## config.mk

```make
export PLATFORM = sky130hd
export DESIGN_NAME = regfile_wb_sched
export DESIGN_NICKNAME = d
export VERILOG_FILES = /design/src/rtl/regfile_pkg.sv /design/src/rtl/wb_arbiter.sv /design/src/rtl/regfile_wb_sched.sv
export SDC_FILE = /design/constraint.sdc
export NUM_CORES = 1
export LEC_CHECK = 0
export BUFFER_PORTS_ARGS = -buffer_cell sky130_fd_sc_hd__buf_2
export CAP_MARGIN = 20
export CORE_MARGIN = 5
export CORE_UTILIZATION = 45
export CTS_BUF_LIST = sky130_fd_sc_hd__clkbuf_8
export DETAILED_ROUTE_END_ITERATION = 6
export PLACE_DENSITY = 0.76
export SLEW_MARGIN = 20
export SYNTH_ARGS = -nofsm -noshare
export SYNTH_HDL_FRONTEND = slang
export SYNTH_HIERARCHICAL = 1
export SYNTH_SLANG_ARGS = --single-unit
```

## constraint.sdc

```tcl
create_clock -name clk -period 2.9 [get_ports clk]
set_input_delay 0.145 -clock clk [delete_from_list [all_inputs] [get_ports clk]]
set_output_delay 0.145 -clock clk [all_outputs]
set_load 0.005 [all_outputs]
```

## src/rtl/regfile_pkg.sv

```systemverilog
// Shared register-file definitions.
// Used by the write-back scheduler and the register file itself.
//   XLEN       : data width of one register
//   REG_ADDR_W : register address width
//   NUM_REGS   : number of architectural registers (x0 hardwired to zero)
package regfile_pkg;

    localparam int unsigned XLEN       = 32;
    localparam int unsigned REG_ADDR_W = 5;
    localparam int unsigned NUM_REGS   = 32;

    typedef logic [REG_ADDR_W-1:0] reg_addr_t;
    typedef logic [XLEN-1:0]       xlen_t;

    // Which write-back source owns the write port this cycle.
    typedef enum logic [1:0] {
        WB_NONE = 2'd0,
        WB_ALU  = 2'd1,
        WB_LSU  = 2'd2
    } wb_src_e;

endpackage

```

## src/rtl/wb_arbiter.sv

```systemverilog
// Two-requester write-back arbiter: ALU has fixed priority over LSU.
// A starvation counter forces one LSU grant after STARVE_LIMIT
// consecutive cycles in which the LSU requested and was refused.
// Ports:
//   clk, rst_n     : clock, async active-low reset
//   alu_valid_i    : ALU write-back request
//   lsu_valid_i    : LSU write-back request
//   alu_gnt_o      : ALU granted (combinational)
//   lsu_gnt_o      : LSU granted (combinational)
//   src_o          : granted source, WB_NONE when idle
module wb_arbiter
    import regfile_pkg::*;
#(
    parameter int unsigned STARVE_LIMIT = 3
) (
    input  logic    clk,
    input  logic    rst_n,
    input  logic    alu_valid_i,
    input  logic    lsu_valid_i,
    output logic    alu_gnt_o,
    output logic    lsu_gnt_o,
    output wb_src_e src_o
);

    localparam int unsigned SC_W = $clog2(STARVE_LIMIT + 1);

    logic [SC_W-1:0] starve_q, starve_d;
    logic            force_lsu;

    // Forcing only matters when the LSU is still asking; otherwise the ALU
    // keeps its slot.
    assign force_lsu = (starve_q == SC_W'(STARVE_LIMIT)) & lsu_valid_i;

    always_comb begin
        alu_gnt_o = alu_valid_i & ~force_lsu;
        lsu_gnt_o = lsu_valid_i & (force_lsu | ~alu_valid_i);
        src_o     = WB_NONE;
        if (alu_gnt_o) begin
            src_o = WB_ALU;
        end else if (lsu_gnt_o) begin
            src_o = WB_LSU;
        end
    end

    always_comb begin
        starve_d = starve_q;
        if (!lsu_valid_i || lsu_gnt_o) begin
            starve_d = '0;
        end else if (starve_q != SC_W'(STARVE_LIMIT)) begin
            starve_d = starve_q + SC_W'(1);
        end
    end

    always_ff @(posedge clk or negedge rst_n) begin
        if (!rst_n) begin
            starve_q <= '0;
        end else begin
            starve_q <= starve_d;
        end
    end

endmodule

```

## src/rtl/regfile_wb_sched.sv

```systemverilog
// Issue scoreboard and write-back scheduler for the 32x32 register file.
// Stalls issue on RAW/WAW hazards or when MAX_INFLIGHT writes are pending,
// and merges ALU/LSU write-backs onto the single registered write port.
// Ports:
//   issue_*_i / issue_ready_o : decode/issue handshake
//   alu_wb_*  / lsu_wb_*      : write-back request/grant per source
//   wrr_o, wrdata_o, is_regwrite_o : register file write port (1-cycle latency)
//   busy_o : per-register pending-write bits (bit 0 always 0)
//   err_o  : sticky, write-back committed to a non-busy register
module regfile_wb_sched
    import regfile_pkg::*;
#(
    parameter int unsigned MAX_INFLIGHT = 4,
    parameter int unsigned STARVE_LIMIT = 3
) (
    input  logic                  clk,
    input  logic                  rst_n,
    input  logic                  issue_valid_i,
    input  logic [REG_ADDR_W-1:0] issue_rs1_i,
    input  logic [REG_ADDR_W-1:0] issue_rs2_i,
    input  logic [REG_ADDR_W-1:0] issue_rd_i,
    input  logic                  issue_rd_en_i,
    output logic                  issue_ready_o,
    input  logic                  alu_wb_valid_i,
    input  logic [REG_ADDR_W-1:0] alu_wb_rd_i,
    input  logic [XLEN-1:0]       alu_wb_data_i,
    output logic                  alu_wb_ready_o,
    input  logic                  lsu_wb_valid_i,
    input  logic [REG_ADDR_W-1:0] lsu_wb_rd_i,
    input  logic [XLEN-1:0]       lsu_wb_data_i,
    output logic                  lsu_wb_ready_o,
    output logic [REG_ADDR_W-1:0] wrr_o,
    output logic [XLEN-1:0]       wrdata_o,
    output logic                  is_regwrite_o,
    output logic [NUM_REGS-1:0]   busy_o,
    output logic                  err_o
);

    localparam int unsigned CNT_W = $clog2(MAX_INFLIGHT + 1);

    logic [NUM_REGS-1:0] busy_q, busy_d;
    logic [CNT_W-1:0]    inflight_q, inflight_d;
    reg_addr_t           wrr_q, wrr_d;
    xlen_t               wrdata_q, wrdata_d;
    logic                wen_q, wen_d;
    logic                err_q, err_d;

    logic      hz, issue_acc, commit_hit;
    wb_src_e   wb_src;
    reg_addr_t wb_rd;
    xlen_t     wb_data;

    wb_arbiter #(
        .STARVE_LIMIT(STARVE_LIMIT)
    ) u_arb (
        .clk        (clk),
        .rst_n      (rst_n),
        .alu_valid_i(alu_wb_valid_i),
        .lsu_valid_i(lsu_wb_valid_i),
        .alu_gnt_o  (alu_wb_ready_o),
        .lsu_gnt_o  (lsu_wb_ready_o),
        .src_o      (wb_src)
    );

    // Hazard check reads registered busy only: a register committing this
    // cycle still stalls its consumer (no same-cycle bypass).
    assign hz = ((issue_rs1_i != '0) & busy_q[issue_rs1_i])
              | ((issue_rs2_i != '0) & busy_q[issue_rs2_i])
              | (issue_rd_en_i & (issue_rd_i != '0) & busy_q[issue_rd_i]);

    assign issue_ready_o = ~hz & (inflight_q < CNT_W'(MAX_INFLIGHT));
    assign issue_acc     = issue_valid_i & issue_ready_o & issue_rd_en_i
                         & (issue_rd_i != '0);

    // Only a commit to a busy register retires an in-flight write.
    assign commit_hit = wen_q & busy_q[wrr_q];

    always_comb begin
        wb_rd   = '0;
        wb_data = '0;
        case (wb_src)
            WB_ALU: begin
                wb_rd   = alu_wb_rd_i;
                wb_data = alu_wb_data_i;
            end
            WB_LSU: begin
                wb_rd   = lsu_wb_rd_i;
                wb_data = lsu_wb_data_i;
            end
            default: ;
        endcase
    end

    always_comb begin
        wen_d    = (wb_src != WB_NONE) & (wb_rd != '0);
        wrr_d    = wrr_q;
        wrdata_d = wrdata_q;
        if (wen_d) begin
            wrr_d    = wb_rd;
            wrdata_d = wb_data;
        end

        // Set and clear never hit the same register: WAW stalls while busy.
        busy_d = busy_q;
        if (commit_hit) busy_d[wrr_q]      = 1'b0;
        if (issue_acc)  busy_d[issue_rd_i] = 1'b1;
        busy_d[0] = 1'b0;

        inflight_d = inflight_q;
        case ({issue_acc, commit_hit})
            2'b10:   inflight_d = inflight_q + CNT_W'(1);
            2'b01:   inflight_d = inflight_q - CNT_W'(1);
            default: ;
        endcase

        err_d = err_q | (wen_q & ~busy_q[wrr_q]);
    end

    always_ff @(posedge clk or negedge rst_n) begin
        if (!rst_n) begin
            busy_q     <= '0;
            inflight_q <= '0;
            wrr_q      <= '0;
            wrdata_q   <= '0;
            wen_q      <= 1'b0;
            err_q      <= 1'b0;
        end else begin
            busy_q     <= busy_d;
            inflight_q <= inflight_d;
            wrr_q      <= wrr_d;
            wrdata_q   <= wrdata_d;
            wen_q      <= wen_d;
            err_q      <= err_d;
        end
    end

    assign wrr_o         = wrr_q;
    assign wrdata_o      = wrdata_q;
    assign is_regwrite_o = wen_q;
    assign busy_o        = busy_q;
    assign err_o         = err_q;

endmodule

```

# Word level (Yosys, flattened, before mapping)
# Cells that the tools add are included.
[totals]
reg_bits = 75
in_bits = 95
[op_classes]
addsub = 3
n_lt_le_gt_ge = 7
n_eq_ne = 6
n_mux = 21
bitwise = 25
reduce_logical = 11
[ops]
columns = ["cell", "n"]
rows = [
  ["2-to-1 mux 32 bit", 2],
  ["one-hot mux 32 bit (2 select lines)", 1],
  ["bitwise AND 32 bit", 1],
  ["inverter 32 bit", 1],
  ["OR 32 bit", 1],
  ["less-than comparator 5 x 6 -> 1 bit, second input constant", 4],
  ["binary-select mux 1 bit (select 5 bit)", 4],
  ["nonzero test 5 bit", 4],
  ["bitwise AND 1 bit", 14],
  ["demux 1 bit (select 5 bit)", 2],
  ["greater-or-equal comparator 5 x 1 -> 1 bit, second input constant", 2],
  ["one-hot mux 5 bit (2 select lines)", 1],
  ["2-to-1 mux 2 bit", 4],
  ["== test 2 bit, second input constant", 3],
  ["2-to-1 mux 1 bit", 6],
  ["one-hot mux 3 bit (2 select lines)", 1],
  ["nonzero test 2 bit", 3],
  ["== test 2 x 1 -> 1 bit, second input constant", 2],
  ["inverter 1 bit", 4],
  ["OR 1 bit", 4],
  ["adder 3 x 1 -> 3 bit, second input constant", 1],
  ["less-than comparator 3 bit, second input constant", 1],
  ["subtractor 3 x 1 -> 3 bit, second input constant", 1],
  ["adder 2 x 1 -> 2 bit, second input constant", 1],
  ["other kinds (4)", 5],
]

# Longest topological paths before layout
[depth]
depth_word = 12
depth_mapped = 16
depth_no_buf = 13

# Modules after synthesis
# The synthesis kept the hierarchy.
[by_module_without_submodules]
columns = ["module", "instances", "cells_per_inst", "area_per_inst_um2", "seq_area_each_um2"]
rows = [
  ["regfile_wb_sched", 1, 506, 4853.4, 1826.8],
  ["wb_arbiter", 1, 10, 117.6, 50.0],
]

# Least setup slack after synthesis
# No wires, ideal clock.
[synth_path]
path_type = "reg2reg"
from = "reg wrr_q[0] (netlist: wrr_o[0])"
to = "reg inflight_q[1]"
setup_ns = 0.083
t_arrival_ns = 2.789
slack_ns = 0.028
stages_incl_launch_ff = 14
cell_sequence = "dfrtp_1 > buf_6 > buf_6 > mux4_2 > a22oi_1 > nand3_1 > nor4_1 > nand2b_1 > buf_6 > inv_2 > ha_1 > inv_1 > fa_1 > o21ai_0"
[synth_via]
elab_chain_len = 5
word_cells_on_any_way = 7
cone_classes = "eq/ne: 2; mux: 3; bitwise: 1; reduce/logical: 1"
[synth_rtl]
columns = ["item", "line_no", "rtl"]
rows = [
  ["start, declared", "regfile_wb_sched.sv:43", "reg_addr_t wrr_q, wrr_d;"],
  ["start signal, assigned", "regfile_wb_sched.sv:130", "wrr_q <= wrr_d;"],
  ["binary-select mux 1 bit (select 5 bit) (*)", "regfile_wb_sched.sv:76", "assign commit_hit = wen_q & busy_q[wrr_q];"],
  ["2-to-1 mux 1 bit (not written as such) (*)", "regfile_wb_sched.sv:76", ""],
  ["bitwise AND 1 bit (*)", "regfile_wb_sched.sv:76", ""],
  ["== test 2 x 1 -> 1 bit or == test 2 bit (tied branches)", "regfile_wb_sched.sv:110", "case ({issue_acc, commit_hit})"],
  ["one-hot mux 3 bit (2 select lines) or nonzero test 2 bit (tied branches)", "--", ""],
  ["end signal, assigned", "regfile_wb_sched.sv:129", "inflight_q <= inflight_d;"],
  ["end, declared", "regfile_wb_sched.sv:42", "logic [CNT_W-1:0] inflight_q, inflight_d;"],
]
# Every way passes the cells marked *; elsewhere a longest branch is shown, timed or not. The select of a mux whose other input is x is not followed.
# A chain may end at the register's enable or synchronous reset.

# Worst setup path after layout
[layout_path]
from = "reg busy_q[9] (netlist: busy_o[9])"
to = "reg inflight_q[2]"
[layout_via]
elab_chain_len = 12
word_cells_on_any_way = 23
cone_classes = "eq/ne: 2; mux: 9; bitwise: 11; reduce/logical: 1"
[layout_rtl]
columns = ["item", "line_no", "rtl"]
rows = [
  ["start, declared", "regfile_wb_sched.sv:41", "logic [NUM_REGS-1:0] busy_q, busy_d;"],
  ["start signal, assigned", "regfile_wb_sched.sv:128", "busy_q <= busy_d;"],
  ["binary-select mux 1 bit (select 5 bit), on equally long branches", "regfile_wb_sched.sv:67, regfile_wb_sched.sv:68", ""],
  ["2-to-1 mux 1 bit, on equally long branches", "regfile_wb_sched.sv:67, regfile_wb_sched.sv:68", ""],
  ["bitwise AND 1 bit, on equally long branches", "regfile_wb_sched.sv:67, regfile_wb_sched.sv:68", ""],
  ["OR 1 bit", "regfile_wb_sched.sv:68", "| ((issue_rs2_i != '0) & busy_q[issue_rs2_i])"],
  ["OR 1 bit", "regfile_wb_sched.sv:69", "| (issue_rd_en_i & (issue_rd_i != '0) & busy_q[issue_rd_i]);"],
  ["inverter 1 bit", "regfile_wb_sched.sv:71", "assign issue_ready_o = ~hz & (inflight_q < CNT_W'(MAX_INFLIGHT));"],
  ["bitwise AND 1 bit", "regfile_wb_sched.sv:71", ""],
  ["bitwise AND 1 bit (2 in series)", "regfile_wb_sched.sv:72", "assign issue_acc = issue_valid_i & issue_ready_o & issue_rd_en_i"],
  ["bitwise AND 1 bit", "regfile_wb_sched.sv:73", "& (issue_rd_i != '0);"],
  ["== test 2 x 1 -> 1 bit or == test 2 bit (tied branches)", "regfile_wb_sched.sv:110", ""],
  ["one-hot mux 3 bit (2 select lines) or nonzero test 2 bit (tied branches)", "--", ""],
]
# Parallel ways exist; a longest one is shown, timed or not. The select of a mux whose other input is x is not followed.

==> flow_summary.ini <==
[floorplan]
ios = 169
fp.dieW_um = 115.1
core_um2 = 10840
start_util_pct = 45.86
die_h_um = 115.1
dieArea_um2 = 13250
std_cell_rows = 38

[sta]
skew_ps = 12.46
fin_crit_ps = 2833
fmax_ghz = 0.3530
tightest_slew_ps = 935.4
timing.setup.tns_ps = 0
whs_ps = 98.25
hold_violations = 0
rsz0062_at_grt = yes
final_max_slew_viol_count = 0
fin_crit_sh_pct = 97.68
maxSlewHeadroom_pct = 37.64
setup_violations = 0

[global_route]
antenna_found_initial = 0
grt_usage_pct = 23.96
grt_max_degree = 76
grt_pass1_vias = 4878
overflow = 0
grt_pass1_wl_mm = 25.23

[placed_design]
port_buffers = 167
placed_area_um2 = 6072
dpl.hpwl_mm = 12.24
place.gp.congestion = 0.9827

[detailed_routing]
first_pass_iters = 5
viasPerCell = 5.879
drt-initial-drc-count = 362
vias = 4921
wl_mm = 15.80
avgRoutedWirePerCell_um = 18.87
drc = 0
ant_nets = 0

[worst_setup_path]
crit_family = multiplexers
cp_data_required_time_ps = 3140
slowest_stage = mux4_2
max_stage_delay_ps = 440
arrival_ps = 3070
path_buf_inv = 3
critical_path_class = reg2reg
startpoint_type = register
cp-end-kind = register
crit_chain = buf_4 -> mux4_2 -> mux2_2 -> nand3b_1 -> o41ai_1 -> nor2_1 -> and3_4 -> inv_1 -> ha_2 -> inv_2 -> fa_2 -> xor2_1 -> nor2_1 -> xor2_1
path_max_fanout = 4

[finish]
final_area_um2 = 6386
fillCellCount = 979
synthToLayoutAreaGrowth_pct = 28.47
final_nets = 795
drive_gt1_share_pct = 41.46
antenna_cells = 0

[power]
peakVddDrop_v = 0.0003145
p_total_mw = 3.644
p_per_area_nw_per_um2 = 570.6
p_leak_nw = 2.906

[clock_network]
root_buffer = clkbuf_8
ctsHtreeMaxLevel = 3
cts_tree = done
cts_buffers = 9
ctsLongestPathBuffers = 2
clk_latency_ps = 350
path_clk_slew_ps = 80
cts.sinks = 75

[logic_synthesis]
synth-seq-area-share_pct = 37.75
synthDominantCellAreaShare_pct = 37.75
synth_common_cells = nand2_1 (91), dfrtp_1 (75), a22o_1 (39), o21ai_0 (39), clkbuf_1 (31)
synth-seq-cells = 75
synthArstFlopShare_pct = 100.0
yosys.cell_count.top_type = nand2_1
synthTopCellsByArea = dfrtp_1 (38%), mux4_2 (8.2%), a22o_1 (6.9%)
syn_nets = 617
synth_cell_types = 64
synth_top_flop_cell = dfrtp_1
synthCells = 516
synth_edf_count = 0
yosysWarnings = 6
synthesis.area_um2 = 4971
synth_area_per_cell_um2 = 9.634
synth_top_area_cell = dfrtp_1

[outcome]
status = finished, final reports clean

[flow_run]
maxCapViolCount = 0

[min_path]
hold_path.class = in2reg
==> layout by cell type (no fill, tap or decap), drive strengths merged, types with 13 or more instances in the layout <==
master  instances
o41ai          16
nand2          91
buf           217
mux2i          15
a22o           39
inv            15
nor2           13
dfrtp          75
o21ai          63
mux4           21
==> worst paths after layout <==
path | endpoint | from | slack [ps] | depth (start not counted)
worst max-delay path | inflight_q[2] | busy_o[9] | 70 | 14
worst min-delay path | u_arb/starve_q[1] | lsu_wb_valid_i | 100 | 2
worst max register to register | inflight_q[2] | busy_o[9] | 70 | 14
worst min register to register | err_o | err_o | 470 | 1
max in group asynchronous | busy_o[17] | rst_n | 1750 | 2
min in group asynchronous | wrdata_o[18] | rst_n | 490 | 2
==> report_power, final <==
part / switching [mW] / internal (mW) / total, mW
clock: 0.378 / 0.386 / 0.764
combinational: 0.719 / 0.727 / 1.45
sequential: 0.198 / 1.24 / 1.43
total: 1.29 / 2.35 / 3.64
==> registers in the layout (all words and copies together), names as in the netlist <==
register        flops
inflight_q          3
err_o               1
busy_o             31
u_arb/starve_q      2
wrr_o               5
is_regwrite_o       1
wrdata_o           32
==> what timing repair did <==
| item | CTS | global route |
|---|---|---|
| cloned | 0 | 0 |
| pin swaps | 0 | 5 |
| gates resized for setup | 1 | 23 |
| buffers inserted | 0 | 8 |
| endpoints found under the hold margin | 75 | 0 |
| setup endpoints to repair | 2 | 6 |
| hold buffers | 1 | 0 |
==> metrics by stage <==
step	worst slack (ps)	utilization (%)	instances
finish	67.18	58.91	837
detailed placement	-64.74	56.01	814
floorplan	28.29	-	516
global placement	66.65	56.01	814
global route	-55.75	58.91	837
CTS	7.429	57.83	829
==> cells by family after synthesis <==
logic type	synth area share, %
other	0.07544
adder cells (fa/ha/maj)	1.661
AO/OA/AOI/OAI	22.63
XOR/XNOR	0.5287
flip-flops	37.75
multiplexers	13.89
AND/OR/NAND/NOR	17.22
buffers and inverters	6.242
==> layout make-up <==
cell class	instances	area, um^2	share of cell area [%]
clock inverter	5	56.30	0.8817
inverter	15	56.30	0.8817
timing repair buffer	218	1256	19.67
tap	140	175.2	2.743
clock buffer	9	123.9	1.940
multi-input combinational	375	2831	44.34
sequential	75	1887	29.55
==> metal layers <==
layer	wire, um	track usage [%]	part of all wire [%]	vias to the layer above
li1	-	-	-	2280
met1	6413	32.51	41	2344
met2	7434	39.04	47	279
met3	1679	5.579	11	18
met4	270	5.947	1.7	0
met5	0	0	0	-
Note: power is estimated with default switching activity, not from simulation.
